File: src/rtl/uplink_tx.sv
// ---------------------------------------------------------------------------
// uplink_tx -- serial pulse transmitter for the AGC uplink receiver.
//
// A 15-bit word is accepted on load while ready is high and sent MSB-first
// as a train of pulses: a "one" bit pulses upl1, a "zero" bit pulses upl0.
// Each pulse is PULSE_CYC cycles high followed by GAP_CYC cycles with both
// lines low. done strobes for one cycle (together with ready) when the last
// gap ends; a load in that cycle starts the next word with no idle cycle.
//
// Optional feature (macro UPLINK_TX_TRIPLE_EN): when defined, each word is
// sent three times as word, ~word, word (45 bits). When undefined, only the
// word itself is sent (15 bits).
//
// Parameters:
//   PULSE_CYC  cycles each pulse is held high (>= 1)
//   GAP_CYC    low cycles after each pulse   (>= 1)
// Ports:
//   clk        clock, all state updates on the rising edge
//   rst        synchronous active-high reset
//   load       request to transmit data_in
//   data_in    15-bit uplink word, bit 14 is the MSB
//   ready      high while idle (a load is accepted)
//   upl0       registered "zero" pulse line
//   upl1       registered "one" pulse line
//   done       one-cycle strobe at word completion
// ---------------------------------------------------------------------------
module uplink_tx #(
    parameter int PULSE_CYC = 1,
    parameter int GAP_CYC   = 3
) (
    input  logic        clk,
    input  logic        rst,
    input  logic        load,
    input  logic [14:0] data_in,
    output logic        ready,
    output logic        upl0,
    output logic        upl1,
    output logic        done
);

`ifdef UPLINK_TX_TRIPLE_EN
    localparam int N = 45;
`else
    localparam int N = 15;
`endif

    localparam int BW   = $clog2(N);
    localparam int PMAX = (PULSE_CYC > GAP_CYC) ? PULSE_CYC : GAP_CYC;
    localparam int PW   = (PMAX > 1) ? $clog2(PMAX) : 1;

    typedef enum logic [1:0] {
        IDLE  = 2'd0,
        PULSE = 2'd1,
        GAP   = 2'd2
    } state_t;

    state_t          state_q, state_d;
    logic [BW-1:0]   bit_q, bit_d;
    logic [PW-1:0]   phase_q, phase_d;
    logic [N-1:0]    shift_q, shift_d;
    logic            upl0_q, upl0_d;
    logic            upl1_q, upl1_d;
    logic            done_q, done_d;
    logic [N-1:0]    seq_w;

    // Full bit sequence for the word being loaded, first bit in the MSB.
`ifdef UPLINK_TX_TRIPLE_EN
    assign seq_w = {data_in, ~data_in, data_in};
`else
    assign seq_w = data_in;
`endif

    always_ff @(posedge clk) begin
        if (rst) begin
            state_q <= IDLE;
            bit_q   <= '0;
            phase_q <= '0;
            shift_q <= '0;
            upl0_q  <= 1'b0;
            upl1_q  <= 1'b0;
            done_q  <= 1'b0;
        end else begin
            state_q <= state_d;
            bit_q   <= bit_d;
            phase_q <= phase_d;
            shift_q <= shift_d;
            upl0_q  <= upl0_d;
            upl1_q  <= upl1_d;
            done_q  <= done_d;
        end
    end

    always_comb begin
        state_d = state_q;
        bit_d   = bit_q;
        phase_d = phase_q;
        shift_d = shift_q;
        upl0_d  = upl0_q;
        upl1_d  = upl1_q;
        done_d  = 1'b0;

        case (state_q)
            IDLE: begin
                if (load) begin
                    // The first bit goes straight onto the lines; the rest
                    // wait in the shift register, so later data_in changes
                    // cannot reach the word in flight.
                    state_d = PULSE;
                    bit_d   = '0;
                    phase_d = '0;
                    upl1_d  = seq_w[N-1];
                    upl0_d  = ~seq_w[N-1];
                    shift_d = {seq_w[N-2:0], 1'b0};
                end
            end
            PULSE: begin
                if (phase_q == PW'(PULSE_CYC - 1)) begin
                    state_d = GAP;
                    phase_d = '0;
                    upl0_d  = 1'b0;
                    upl1_d  = 1'b0;
                end else begin
                    phase_d = phase_q + 1'b1;
                end
            end
            GAP: begin
                if (phase_q == PW'(GAP_CYC - 1)) begin
                    phase_d = '0;
                    if (bit_q == BW'(N - 1)) begin
                        // Last gap over: back to idle, strobe done in the
                        // same cycle ready rises.
                        state_d = IDLE;
                        bit_d   = '0;
                        shift_d = '0;
                        done_d  = 1'b1;
                    end else begin
                        state_d = PULSE;
                        bit_d   = bit_q + 1'b1;
                        upl1_d  = shift_q[N-1];
                        upl0_d  = ~shift_q[N-1];
                        shift_d = {shift_q[N-2:0], 1'b0};
                    end
                end else begin
                    phase_d = phase_q + 1'b1;
                end
            end
            default: begin
                state_d = IDLE;
                upl0_d  = 1'b0;
                upl1_d  = 1'b0;
            end
        endcase
    end

    assign ready = (state_q == IDLE);
    assign upl0  = upl0_q;
    assign upl1  = upl1_q;
    assign done  = done_q;

endmodule

File: config.mk
export PLATFORM = sky130hd
export DESIGN_NAME = uplink_tx
export DESIGN_NICKNAME = d
export VERILOG_FILES = /design/src/rtl/uplink_tx.sv
export SDC_FILE = /design/constraint.sdc
export NUM_CORES = 1
export LEC_CHECK = 0
export ABC_CLOCK_PERIOD_IN_PS = 2000
export CORE_ASPECT_RATIO = 0.7
export CORE_UTILIZATION = 51
export DETAILED_ROUTE_END_ITERATION = 10
export PLACE_DENSITY = 0.88
export RECOVER_POWER = 50
export SYNTH_ARGS = -nofsm -noshare
export SYNTH_HDL_FRONTEND = slang
export SYNTH_SLANG_ARGS = --single-unit
File: constraint.sdc
create_clock -name clk -period 2 [get_ports clk]
set_input_delay 0.4 -clock clk [delete_from_list [all_inputs] [get_ports clk]]
set_output_delay 0.4 -clock clk [all_outputs]
set_load 0.1 [all_outputs]
After elaboration in Yosys (flattened, before gate mapping)
Index checks and enable logic that the tools add are counted.
- memories kept: 0
- bits in writable memories: 0
- bits in latches: 0
- register bits after elaboration: 26
- bits in read-only memories: 0
- div/mod/pow operators: 0
- eq/ne operators: 8
- order comparisons: 0
- shift-type cells: 0
- bitwise gates (word level): 4
- reduce and logical (&&, ||, !) cells: 9
- multiply operators: 0
- $add $sub $neg: 2
- multiplexer cells: 27
- operators by type and width (operator ; count):
    2-to-1 mux 15 bit ; 3
    one-hot mux 15 bit (2 select lines) ; 1
    2-to-1 mux 2 bit ; 6
    2-to-1 mux 4 bit ; 3
    one-hot mux 2 bit (3 select lines) ; 2
    2-to-1 mux 1 bit ; 9
    inequality test 2 bit (second input constant) ; 4
    one-hot mux 4 bit (2 select lines) ; 1
    one-hot mux 1 bit (3 select lines) ; 2
    AND reduction 3 bit ; 2
    adder 4 x 1 -> 4 bit (second input constant) ; 1
    equality test 2 bit (second input constant) ; 2
    equality test 4 bit (second input constant) ; 1
    zero test 2 bit ; 2
    inverter 1 bit ; 4
    AND reduction 4 bit ; 1
    nonzero test 3 bit ; 1
    OR reduction 3 bit ; 1
    adder 2 x 1 -> 2 bit (second input constant) ; 1
    equality test 2 x 1 -> 1 bit (second input constant) ; 1
    AND reduction 2 bit ; 1
    nonzero test 2 bit ; 1

Depth between registers and ports, before layout
Gate-level depths: netlist (run 1).
- depth in word-level cells: 4
- depth in mapped cells: 8
- depth with buffers taken out: 6

Worst setup path before layout (run 1)
OpenSTA, ideal clock, no wires.
- path kind: register to register
- start point: register state_q[0]
- end point: register shift_q[10]
- buffers on the path: 2
- arrival: 2244 ps
- period minus slack after synthesis: 2376 ps
- library setup time: 132 ps
- path slack: -376 ps
- cell stages (with the launch flop): 9
- data required time: 1868 ps
- path through: dfxtp_1 > inv_1 > ha_1 > or2b_2 > and2_1 > buf_2 > buf_2 > nor2_1 > nor3_1
- longest elaborated chain between the ends: 3
- elaborated cells on any way between the ends: 7
- ends and longest elaborated chain (item ; RTL line ; source):
    start: declaration ; 57 ; state_t state_q, state_d;
    start signal: assignment ; 83 ; state_q <= state_d;
    zero test 2 bit * ; - ;
    net ready ; 35 ; output logic ready,
    inequality test 2 bit (no line) / nonzero test 2 bit (equally long branches) ; - ;
    AND reduction 3 bit (no line) ; - ;
    end signal: assignment ; 86 ; shift_q <= shift_d;
    end: declaration ; 60 ; logic [N-1:0] shift_q, shift_d;
Mark *: on every way through the listed nets, which the timed path passes. The rest lies on a longest branch.
A chain may end at the register's enable or synchronous reset.

Worst setup path in the final report (run 1)
- start point: register state_q[0]
- end point: register bit_q[3]
- longest elaborated chain between the ends: 3
- elaborated cells on any way between the ends: 7
- ends and longest elaborated chain (item ; RTL line ; source):
    equality test 2 bit / zero test 2 bit (equally long branches) ; 102 ; case (state_q)
    inequality test 2 bit (no line) / nonzero test 2 bit (equally long branches) ; - ;
    AND reduction 3 bit (no line) ; - ;
    end signal: assignment ; 84 ; bit_q <= bit_d;
    end: declaration ; 58 ; logic [BW-1:0] bit_q, bit_d;
Parallel ways exist; a longest one is shown, timed or not.

==> results of run 1 <==
-- worst max-delay path, stage by stage (launching register included) --
cell	delay [ns]
dfxtp_1	0.42
inv_1	0.14
ha_1	0.28
mux2_4	0.24
nand2_4	0.08
or4_1	0.49
a31oi_1	0.20
-- power by group through the flow --
| stage | registers, W | logic [W] | clock network, W |
|---|---|---|---|
| 4_1_cts | 0.000733 | 0.00131 | 0.000233 |
| 5_1_grt | 0.000752 | 0.00141 | 0.000246 |
| 3_3_place_gp | 0.000733 | 0.00125 | 0 |
| 6_report | 0.000735 | 0.00129 | 0.000229 |
| 2_1_floorplan | 0.000818 | 0.000892 | 0 |
| 3_5_place_dp | 0.000744 | 0.00130 | 0 |
-- cells in the final DEF (no fill, tap or decap), drive strengths merged, types with 2 or more instances in the layout --
master,Yosys,layout
nand3,5,5
a221oi,13,13
nand2,7,7
a21oi,7,7
nand3b,3,3
clkdlybuf4s50,0,17
clkbuf,5,8
nor2,17,17
nor3,13,13
ha,12,12
a22o,2,2
nand4,2,2
dfxtp,25,25
a31oi,3,3
buf,3,5
inv,8,8
o21ai,2,2
mux2i,2,2
nand2b,3,3
-- repair_timing --
action	4_1_cts	5_1_grt
setup endpoints to repair	1	14
setup buffers	0	1
gates resized for setup	1	0
-- how the worst max path moves through the flow --
stage               start           to  slack (ns)  depth (start not counted)
3_5_place_dp         load     bit_q[2]       0.007                          5
3_3_place_gp         load     bit_q[2]        0.07                          5
2_1_floorplan  state_q[0]  shift_q[10]        0.10                          8
4_1_cts        state_q[0]     bit_q[3]        0.11                          6
6_report       state_q[0]     bit_q[3]        0.11                          6
5_1_grt        state_q[0]     bit_q[3]        0.02                          6
-- cells by family (layout without fill, tap and decap cells) --
logic type               after synthesis  count (layout)  synth area share, %
flip-flops                            25              25                 39.0
AO/OA/AOI/OAI                         30              30                 18.2
adder cells (fa/ha/maj)               12              12                 11.7
buffers and inverters                 16              39                 4.98
AND/OR/NAND/NOR                       58              58                 23.3
multiplexers                           3               3                 2.73
-- per-layer routing --
metal | wire length, um | track usage (%) | part of all wire, % | vias to the layer above
li1 | - | - | - | 581
met1 | 1360 | 31.5 | 44 | 553
met2 | 1470 | 40.2 | 48 | 54
met3 | 215 | 6.57 | 7.0 | 7
met4 | 38 | 10.2 | 1.2 | 0
met5 | 0 | 0 | 0 | -
-- synthesized netlist by cell type, types with 3 or more instances --
cell type	number	share of area (%)
nand3b_1	3	1.8
dfxtp_1	25	39
nand2_1	6	1.8
buf_2	3	1.2
nand2b_1	3	1.5
nor2_1	17	5.0
ha_1	12	12
nor3_1	13	5.1
a21oi_1	7	2.7
a221oi_1	13	8.9
clkbuf_1	5	1.5
inv_1	8	2.3
nand3_1	5	2.0
-- state kept, by name (all words and copies together), names as in the netlist --
name     count
shift_q     14
upl1         1
upl0         1
done         1
phase_q      2
bit_q        4
state_q      2
-- stage by stage --
step                total power (W)  worst slack [ns]  utilization, %  area [um2]
finish                      0.00226             0.108            69.8        1580
global route                0.00241            0.0184            69.8        1580
CTS                         0.00227             0.108            69.9        1580
detailed placement          0.00205           0.00730            68.7        1550
global placement            0.00198            0.0714            68.7        1550
floorplan                   0.00171             0.101               -        1290
-- layout make-up --
cell class	count	area share, %
Sequential cell	25	31.7
Timing Repair Buffer	27	15.6
Clock buffer	3	1.43
Inverter	8	1.90
Multi-Input combinational cell	103	46.4
Tap cell	32	2.54
Clock inverter	1	0.317
==> qor.yml, run 1 <==
pwr:
  p_clk_share_pct: 10.1
  switchingPower_w: 0.00108
  p_per_area_nw_per_um2: 1430
  p_seq_share_pct: 32.6
  vdd_drop_max_uv: 599
  intPower_w: 0.00118
  leakage_nw: 0.601
  comb_power_share_pct: 57.3
  swShare_pct: 47.8
placed_design:
  gp_congestion: 0.825
  numPortBuffers: 21
  dp.final_hpwl_mm: 2.17
  dpl.cell_count: 194
worst_setup_path:
  path_class: "reg -> reg"
  end_kind: "register"
  reg2regPathDepth: 6
  rrSetupSlack_ns: 0.11
  critPathLaunchType: "register"
  critPathArrivalTime_ns: 2.16
  critPathRequiredTime_ns: 2.26
  cp_max_fo: 8
  reg2reg_from: "state_q[0]"
  r2r_end: "bit_q[3]"
global_routing:
  grt_max_degree: 26
  grt_pass1_wl_mm: 4.84
  antenna_found_initial: 0
  track_usage_pct: 24.9
  first_global_vias: 1082
  grt_overflow: 0
cts:
  cts.path.max_buffers: 2
  cts-htree-levels: 1
  insertion_delay_ns: 0.33
  cts.sinks: 25
  clkSlewWorstSetupHoldPaths_ns: 0.14
  holdBufCountCts: 0
  cts_buffers: 3
  root_buffer: "clkbuf_4"
  cts_tree: "yes"
synth:
  synth-main-ff-cell: "dfxtp_1"
  netlist_instances: 144
  synth_enable_flop_cells: 0
  synth_fp_nets: 174
  avgSynthCellArea_um2: 8.91
  synth_cell_types: 32
  synth-seq-area-share_pct: 39.0
  ys_seq_elements: 25
  syn_area_um2: 1280
  yosys_warnings: 0
  ys_async_sr_fraction_pct: 0
cells_and_area:
  finalNonFillerCells: 199
  multiInputGateArea_um2: 732
  fillers: 189
  syn_to_final_growth_pct: 22.9
  nets: 198
  n_antenna_cell: 0
  seqCellArea_um2: 500
  drive_above_1_share_pct: 11.4
floorplan:
  placementRows: 14
  dieHeight_um: 44.0
  io-pin-count: 22
  core_um2: 2260
  dieArea_um2: 2720
  die_w_um: 61.9
  initial_core_util_pct: 56.8
timing:
  fin_crit_ns: 1.89
  worst-slew-pin-transition_ns: 0.539
  setup_viol: 0
  hold_ws_ns: 0.468
  max_freq_mhz: 528
  fin_crit_sh_pct: 94.6
  hold_viol: 0
  slew_headroom_pct: 64.2
  drv_slew: 0
  setup_tns_ns: 0
  fin_worst_skew_ns: 0.0129
  rsz0062_at_grt: "false"
route:
  routedWlPerCell_um: 15.5
  vias_per_cell: 6.01
  wl_mm: 3.08
  num_vias: 1195
  ant_nets: 0
  drt-initial-drc-count: 129
  drt_pre_antenna_iters: 5
  drc: 0
hold_path:
  min_to: "upl1"
  holdCritStartpoint: "upl1"
  hold_depth: 2
  hp-class: "reg -> reg"
status:
  status: "finished clean"
flow_run:
  cap_violations: 0
No activity file was read; power rests on OpenSTA's default activity.
==> run 2, diff against run 1 <==
--- a/config.mk
+++ b/config.mk
@@ -9,7 +9,7 @@
 export CORE_ASPECT_RATIO = 0.7
 export CORE_UTILIZATION = 51
 export DETAILED_ROUTE_END_ITERATION = 10
-export PLACE_DENSITY = 0.88
+export PLACE_DENSITY = 0.77
 export RECOVER_POWER = 50
 export SYNTH_ARGS = -nofsm -noshare
 export SYNTH_HDL_FRONTEND = slang
==> qor.yml, run 2 (synthesis results as in run 1) <==
pwr:
  p_per_area_nw_per_um2: 1410  # -1.3%
  comb_power_share_pct: 57.5  # +0.2 points
  p_seq_share_pct: 32.8  # +0.2 points
  p_clk_share_pct: 9.6  # -0.5 points
  swShare_pct: 46.0  # -1.8 points
  p_total_w: 0.00222  # -1.6%
  switchingPower_w: 0.00102  # -5.2%
  intPower_w: 0.00120  # +1.7%
  leakage_nw: 0.603  # +0.25%
  vdd_drop_max_uv: 713  # +19%
floorplan:
  io-pin-count: 22  # unchanged
  core_um2: 2260  # unchanged
  initial_core_util_pct: 56.8  # unchanged
  dieHeight_um: 44.0  # unchanged
  placementRows: 14  # unchanged
  die_w_um: 61.9  # unchanged
  dieArea_um2: 2720  # unchanged
timing:
  worst-slew-pin-transition_ns: 0.539  # +0.000197 ns
  rsz0062_at_grt: "false"
  setup_viol: 0  # unchanged
  setup_tns_ns: 0  # unchanged
  hold_viol: 0  # unchanged
  fin_crit_sh_pct: 92.8  # -1.8 points
  max_freq_mhz: 539  # +1.9%
  fin_crit_ns: 1.86  # -0.0357 ns
  slew_headroom_pct: 64.2  # about the same
  fin_worst_skew_ns: 0.00397  # -0.00895 ns
  drv_slew: 0  # unchanged
cts:
  clkSlewWorstSetupHoldPaths_ns: 0.12  # -0.02 ns
  cts.path.max_buffers: 2  # unchanged
  cts-htree-levels: 1  # unchanged
  insertion_delay_ns: 0.31  # -0.02 ns
  holdBufCountCts: 0  # unchanged
  cts_tree: "yes"
  cts_buffers: 3  # unchanged
  root_buffer: "clkbuf_4"
  cts.sinks: 25  # unchanged
global_routing:
  grt_pass1_wl_mm: 4.47  # -7.7%
  grt_overflow: 0  # unchanged
  antenna_found_initial: 0  # unchanged
  grt_max_degree: 26  # unchanged
  track_usage_pct: 22.1  # -2.8 points
  first_global_vias: 1061  # -1.9%
cells_and_area:
  finalNonFillerCells: 198  # -0.50%
  n_antenna_cell: 0  # unchanged
  final_util_pct: 69.5  # -0.22 points
  syn_to_final_growth_pct: 22.5
  finalInstanceArea_um2: 1570  # -0.32%
  drive_above_1_share_pct: 10.2  # -1.1 points
  largest_reg_flops: 14  # unchanged
  top_register: "shift_q"
  layout_commonest_cell: "dfxtp_1"
  nets: 197  # -0.51%
  mostFrequentLayoutCells: "25 x dfxtp_1, 17 x nor2_1, 17 x clkdlybuf4s50_1"
  largestRegisters: "shift_q: 14 flops, bit_q: 4 flops"
worst_setup_path:
  rrSetupSlack_ns: 0.14  # +0.04 ns
  critPathRequiredTime_ns: 2.24  # -0.02 ns
  critPathLaunch: "state_q[1]"
  critPathMaxStageDelay_ns: 0.47  # -0.02 ns
  crit_buf_inv: 1  # unchanged
  end_kind: "register"
  cp_top_family: "simple AND/OR/NAND/NOR gates"
  critPathLaunchType: "register"
  reg2reg_from: "state_q[1]"
  cp_max_fo: 11  # +3
  critPathArrivalTime_ns: 2.10  # -0.06 ns
  path_class: "reg -> reg"
  cpMaxStageDelayCell: "or4_1"
  path_cells: "inv_1 > ha_1 > or2b_2 > nand2_4 > or4_1 > a31oi_1"
status:
  status: "finished clean"
placed_design:
  dpl_cell_area_um2: 1560  # +0.81%
  numPortBuffers: 21  # unchanged
  gp_congestion: 0.808  # -2.0%
  dp.final_hpwl_mm: 2.03  # -6.5%
  dpl.cell_count: 194  # unchanged
route:
  ant_nets: 0  # unchanged
  drt_pre_antenna_iters: 4  # -1
  vias_per_cell: 5.78  # -3.8%
  drt-initial-drc-count: 104  # -19%
  routedWlPerCell_um: 13.5  # -13%
  num_vias: 1144  # -4.3%
  wl_mm: 2.67  # -13%
  drc: 0  # unchanged
hold_path:
  holdCritStartpoint: "shift_q[1]"
  hp-class: "reg -> reg"
flow_run:
  cap_violations: 0  # unchanged
==> run 2: cell types whose count changed in the layout (fill, tap and decap cells not counted), sizes merged <==
cell	change
buf	+1
clkbuf	-1
clkinv	-1
==> run 2: tightest hold or removal path, delay by kind of cell (launching register included) <==
kind	cells	cell delay (ns)
and+or+nand+nor	1	0.05
DFF	1	0.33
AOI/OAI and AO/OA	1	0.05
==> run 2: repair_timing <==
action | CTS | global route
resized for setup | 0 | 1
setup buffers | 0 | 0
endpoints found under the setup margin | 0 | 15
hold endpoints to repair | 0 | 0
==> run 2: layout make-up <==
class	count	area, um2
Multi-Input combinational cell	103	719
Fill cell	187	688
Sequential cell	25	500
Timing Repair Buffer	26	255
Tap cell	32	40.0
Inverter	8	30.0
Clock buffer	4	26.3
==> run 2: final timing paths <==
check	endpoint	cells after the start
hold / removal	shift_q[1]	2
setup reg to reg	bit_q[3]	6
setup / recovery	bit_q[3]	6
hold reg to reg	shift_q[1]	2
==> run 2: power groups by stage <==
stage          Combinational (W)  Sequential (W)  Clock [W]
2_1_floorplan           0.000892        0.000818          0
3_3_place_gp             0.00128        0.000734          0
3_5_place_dp             0.00130        0.000740          0
4_1_cts                  0.00131        0.000728   0.000228
5_1_grt                  0.00140        0.000749   0.000246
6_report                 0.00128        0.000730   0.000214
==> run 2: through the flow <==
stage | hold slack [ns] | setup WS [ns]
after floorplan | 0.432 | 0.101
after global placement | 0.442 | 0.0804
after detailed placement | 0.460 | 0.0126
after CTS | 0.478 | 0.0537
after global routing | 0.501 | 0.0325
final | 0.471 | 0.143
==> run 2: per-layer routing <==
metal  vias to the layer above  global-route usage [%]  wire, um  part of all wire, %
met4                         0                    6.22        21                 0.79
met5                         -                       0         0                    0
met1                       537                    29.2      1310                   49
met3                         4                    8.06       166                  6.2
li1                        568                       -         -                    -
met2                        35                    34.0      1170                   44
==> run 3, diff against run 2 <==
--- a/config.mk
+++ b/config.mk
@@ -9,8 +9,10 @@
 export CORE_ASPECT_RATIO = 0.7
 export CORE_UTILIZATION = 51
 export DETAILED_ROUTE_END_ITERATION = 10
+export MAX_ROUTING_LAYER = met4
 export PLACE_DENSITY = 0.77
 export RECOVER_POWER = 50
+export SLEW_MARGIN = 20
 export SYNTH_ARGS = -nofsm -noshare
 export SYNTH_HDL_FRONTEND = slang
 export SYNTH_SLANG_ARGS = --single-unit
==> qor.yml, run 3 (synthesis results as in run 1) <==
status:
  status: "finished clean"
cells_and_area:
  n_antenna_cell: 0  # unchanged
  fillers: 187  # unchanged
  layout_commonest_cell: "dfxtp_1"
  seqCellArea_um2: 500  # unchanged
  largest_reg_flops: 14  # unchanged
  largestRegisters: "shift_q: 14 flops, bit_q: 4 flops"
  nets: 197  # unchanged
  multiInputGateArea_um2: 719  # unchanged
  final_util_pct: 69.5  # unchanged
  top_register: "shift_q"
  drive_above_1_share_pct: 10.2  # unchanged
  mostFrequentLayoutCells: "25 x dfxtp_1, 17 x nor2_1, 17 x clkdlybuf4s50_1"
  syn_to_final_growth_pct: 22.5  # unchanged
pwr:
  comb_power_share_pct: 57.5  # about the same
  p_per_area_nw_per_um2: 1410  # about the same
  switchingPower_w: 0.00102  # about the same
  leakage_nw: 0.603  # unchanged
  vdd_drop_max_uv: 715  # +0.22%
  intPower_w: 0.00120  # about the same
  p_seq_share_pct: 32.9  # about the same
  p_clk_share_pct: 9.7  # about the same
  swShare_pct: 46.1  # about the same
  p_total_w: 0.00222  # about the same
timing:
  max_freq_mhz: 535  # -0.61%
  rsz0062_at_grt: "false"
  hold_viol: 0  # unchanged
  worst-slew-pin-transition_ns: 0.539  # +0.0000446 ns
  hold_ws_ns: 0.472  # +0.000238 ns
  fin_worst_skew_ns: 0.00363  # -0.000339 ns
  fin_crit_sh_pct: 93.4  # +0.57 points
  fin_ws_ns: 0.132  # -0.0114 ns
  fin_crit_ns: 1.87  # +0.0114 ns
  slew_headroom_pct: 64.2  # about the same
  setup_tns_ns: 0  # unchanged
  setup_viol: 0  # unchanged
  drv_slew: 0  # unchanged
worst_setup_path:
  cp_top_family: "simple AND/OR/NAND/NOR gates"
  critPathArrivalTime_ns: 2.11  # about the same
  reg2reg_from: "state_q[1]"
  cpMaxStageDelayCell: "or4_1"
  critPathLaunchType: "register"
  reg2regPathDepth: 6  # unchanged
  cp_max_fo: 11  # unchanged
  end_kind: "register"
  path_cells: "inv_1 > ha_1 > or2b_2 > nand2_4 > or4_1 > a31oi_1"
  crit_cells: 6  # unchanged
  rrSetupSlack_ns: 0.13  # about the same
  critPathMaxStageDelay_ns: 0.47  # about the same
  cp-endpoint: "bit_q[3]"
  critPathLaunch: "state_q[1]"
  path_class: "reg -> reg"
  crit_buf_inv: 1  # unchanged
  r2r_end: "bit_q[3]"
  critPathRequiredTime_ns: 2.24  # about the same
placed_design:
  gp_congestion: 0.820  # +1.5%
  dp_slack_ns: 0.0126  # unchanged
  numPortBuffers: 21  # unchanged
  dp.final_hpwl_mm: 2.03  # unchanged
route:
  drt_pre_antenna_iters: 4  # unchanged
  routed.top_layer: "met4"
  routed-wl-met2_mm: 1.17  # -0.26%
  drt-initial-drc-count: 109  # +4.8%
  dr_wl_met3_um: 153  # -7.8%
  num_vias: 1142  # -0.17%
  wl_met1_mm: 1.35  # +3.1%
  ant_nets: 0  # unchanged
  drc: 0  # unchanged
  vias_per_cell: 5.77  # -0.17%
  routedWlPerCell_um: 13.6  # +0.90%
  wl_mm: 2.70  # +0.90%
floorplan:
  initial_core_util_pct: 56.8  # unchanged
  core_um2: 2260  # unchanged
  placementRows: 14  # unchanged
  dieArea_um2: 2720  # unchanged
  io-pin-count: 22  # unchanged
  dieHeight_um: 44.0  # unchanged
  die_w_um: 61.9  # unchanged
global_routing:
  grt_pass1_wl_mm: 4.46  # -0.16%
  antenna_found_initial: 0  # unchanged
  grt_max_degree: 26  # unchanged
  grt_overflow: 0  # unchanged
  first_global_vias: 1062  # +0.094%
  track_usage_pct: 22.8  # +0.69 points
cts:
  cts-htree-levels: 1  # unchanged
  cts.path.max_buffers: 2  # unchanged
  cts.sinks: 25  # unchanged
  cts_tree: "yes"
  cts_buffers: 3  # unchanged
  root_buffer: "clkbuf_4"
  insertion_delay_ns: 0.31  # about the same
  holdBufCountCts: 0  # unchanged
  clkSlewWorstSetupHoldPaths_ns: 0.12  # about the same
hold_path:
  hold_depth: 2  # unchanged
  hp-class: "reg -> reg"
flow_run:
  cap_violations: 0  # unchanged
==> run 3: cell counts in the layout (fill, tap and decap cells not counted) <==
No cell type changed its count.
==> run 3: final cells by class <==
type                            instances  share of cell area, %
Clock buffer                            4                   1.67
Tap cell                               32                   2.55
Inverter                                8                   1.91
Multi-Input combinational cell        103                   45.8
Sequential cell                        25                   31.8
Timing Repair Buffer                   26                   16.2
==> run 3: worst min-delay path: stages (launching register included) <==
cell and delay (ns):
dfxtp_1 0.33, nand2_1 0.05, a21oi_1 0.05
==> run 3: power groups by stage <==
stage | registers (W) | clock network [W] | logic [W]
final | 0.000730 | 0.000215 | 0.00128
after floorplan | 0.000818 | 0 | 0.000892
after global routing | 0.000749 | 0.000246 | 0.00140
after CTS | 0.000728 | 0.000228 | 0.00131
after global placement | 0.000734 | 0 | 0.00128
after detailed placement | 0.000740 | 0 | 0.00130
==> run 3: metal layers <==
layer / up-vias / track usage (%)
met5: - / -
met4: 0 / 6.22
met3: 4 / 8.06
met2: 30 / 34.0
met1: 539 / 29.2
li1: 569 / -
==> run 3: worst min-delay path by stage <==
stage                      end  slack, ns  startpoint
floorplan           shift_q[1]       0.43  shift_q[1]
global route        shift_q[1]       0.50  shift_q[1]
finish              shift_q[1]       0.47  shift_q[1]
CTS                       upl1       0.48        upl1
global placement    shift_q[1]       0.44  shift_q[1]
detailed placement  shift_q[1]       0.46  shift_q[1]
==> run 3: metrics by stage <==
stage               std cells  area (um2)
floorplan                 144        1290
global placement          194        1560
detailed placement        194        1560
CTS                       198        1590
global route              198        1570
finish                    198        1570
==> run 3: what timing repair did <==
action	4_1_cts	5_1_grt
setup buffers	0	0
gates resized for setup	0	1
setup endpoints to repair	0	15
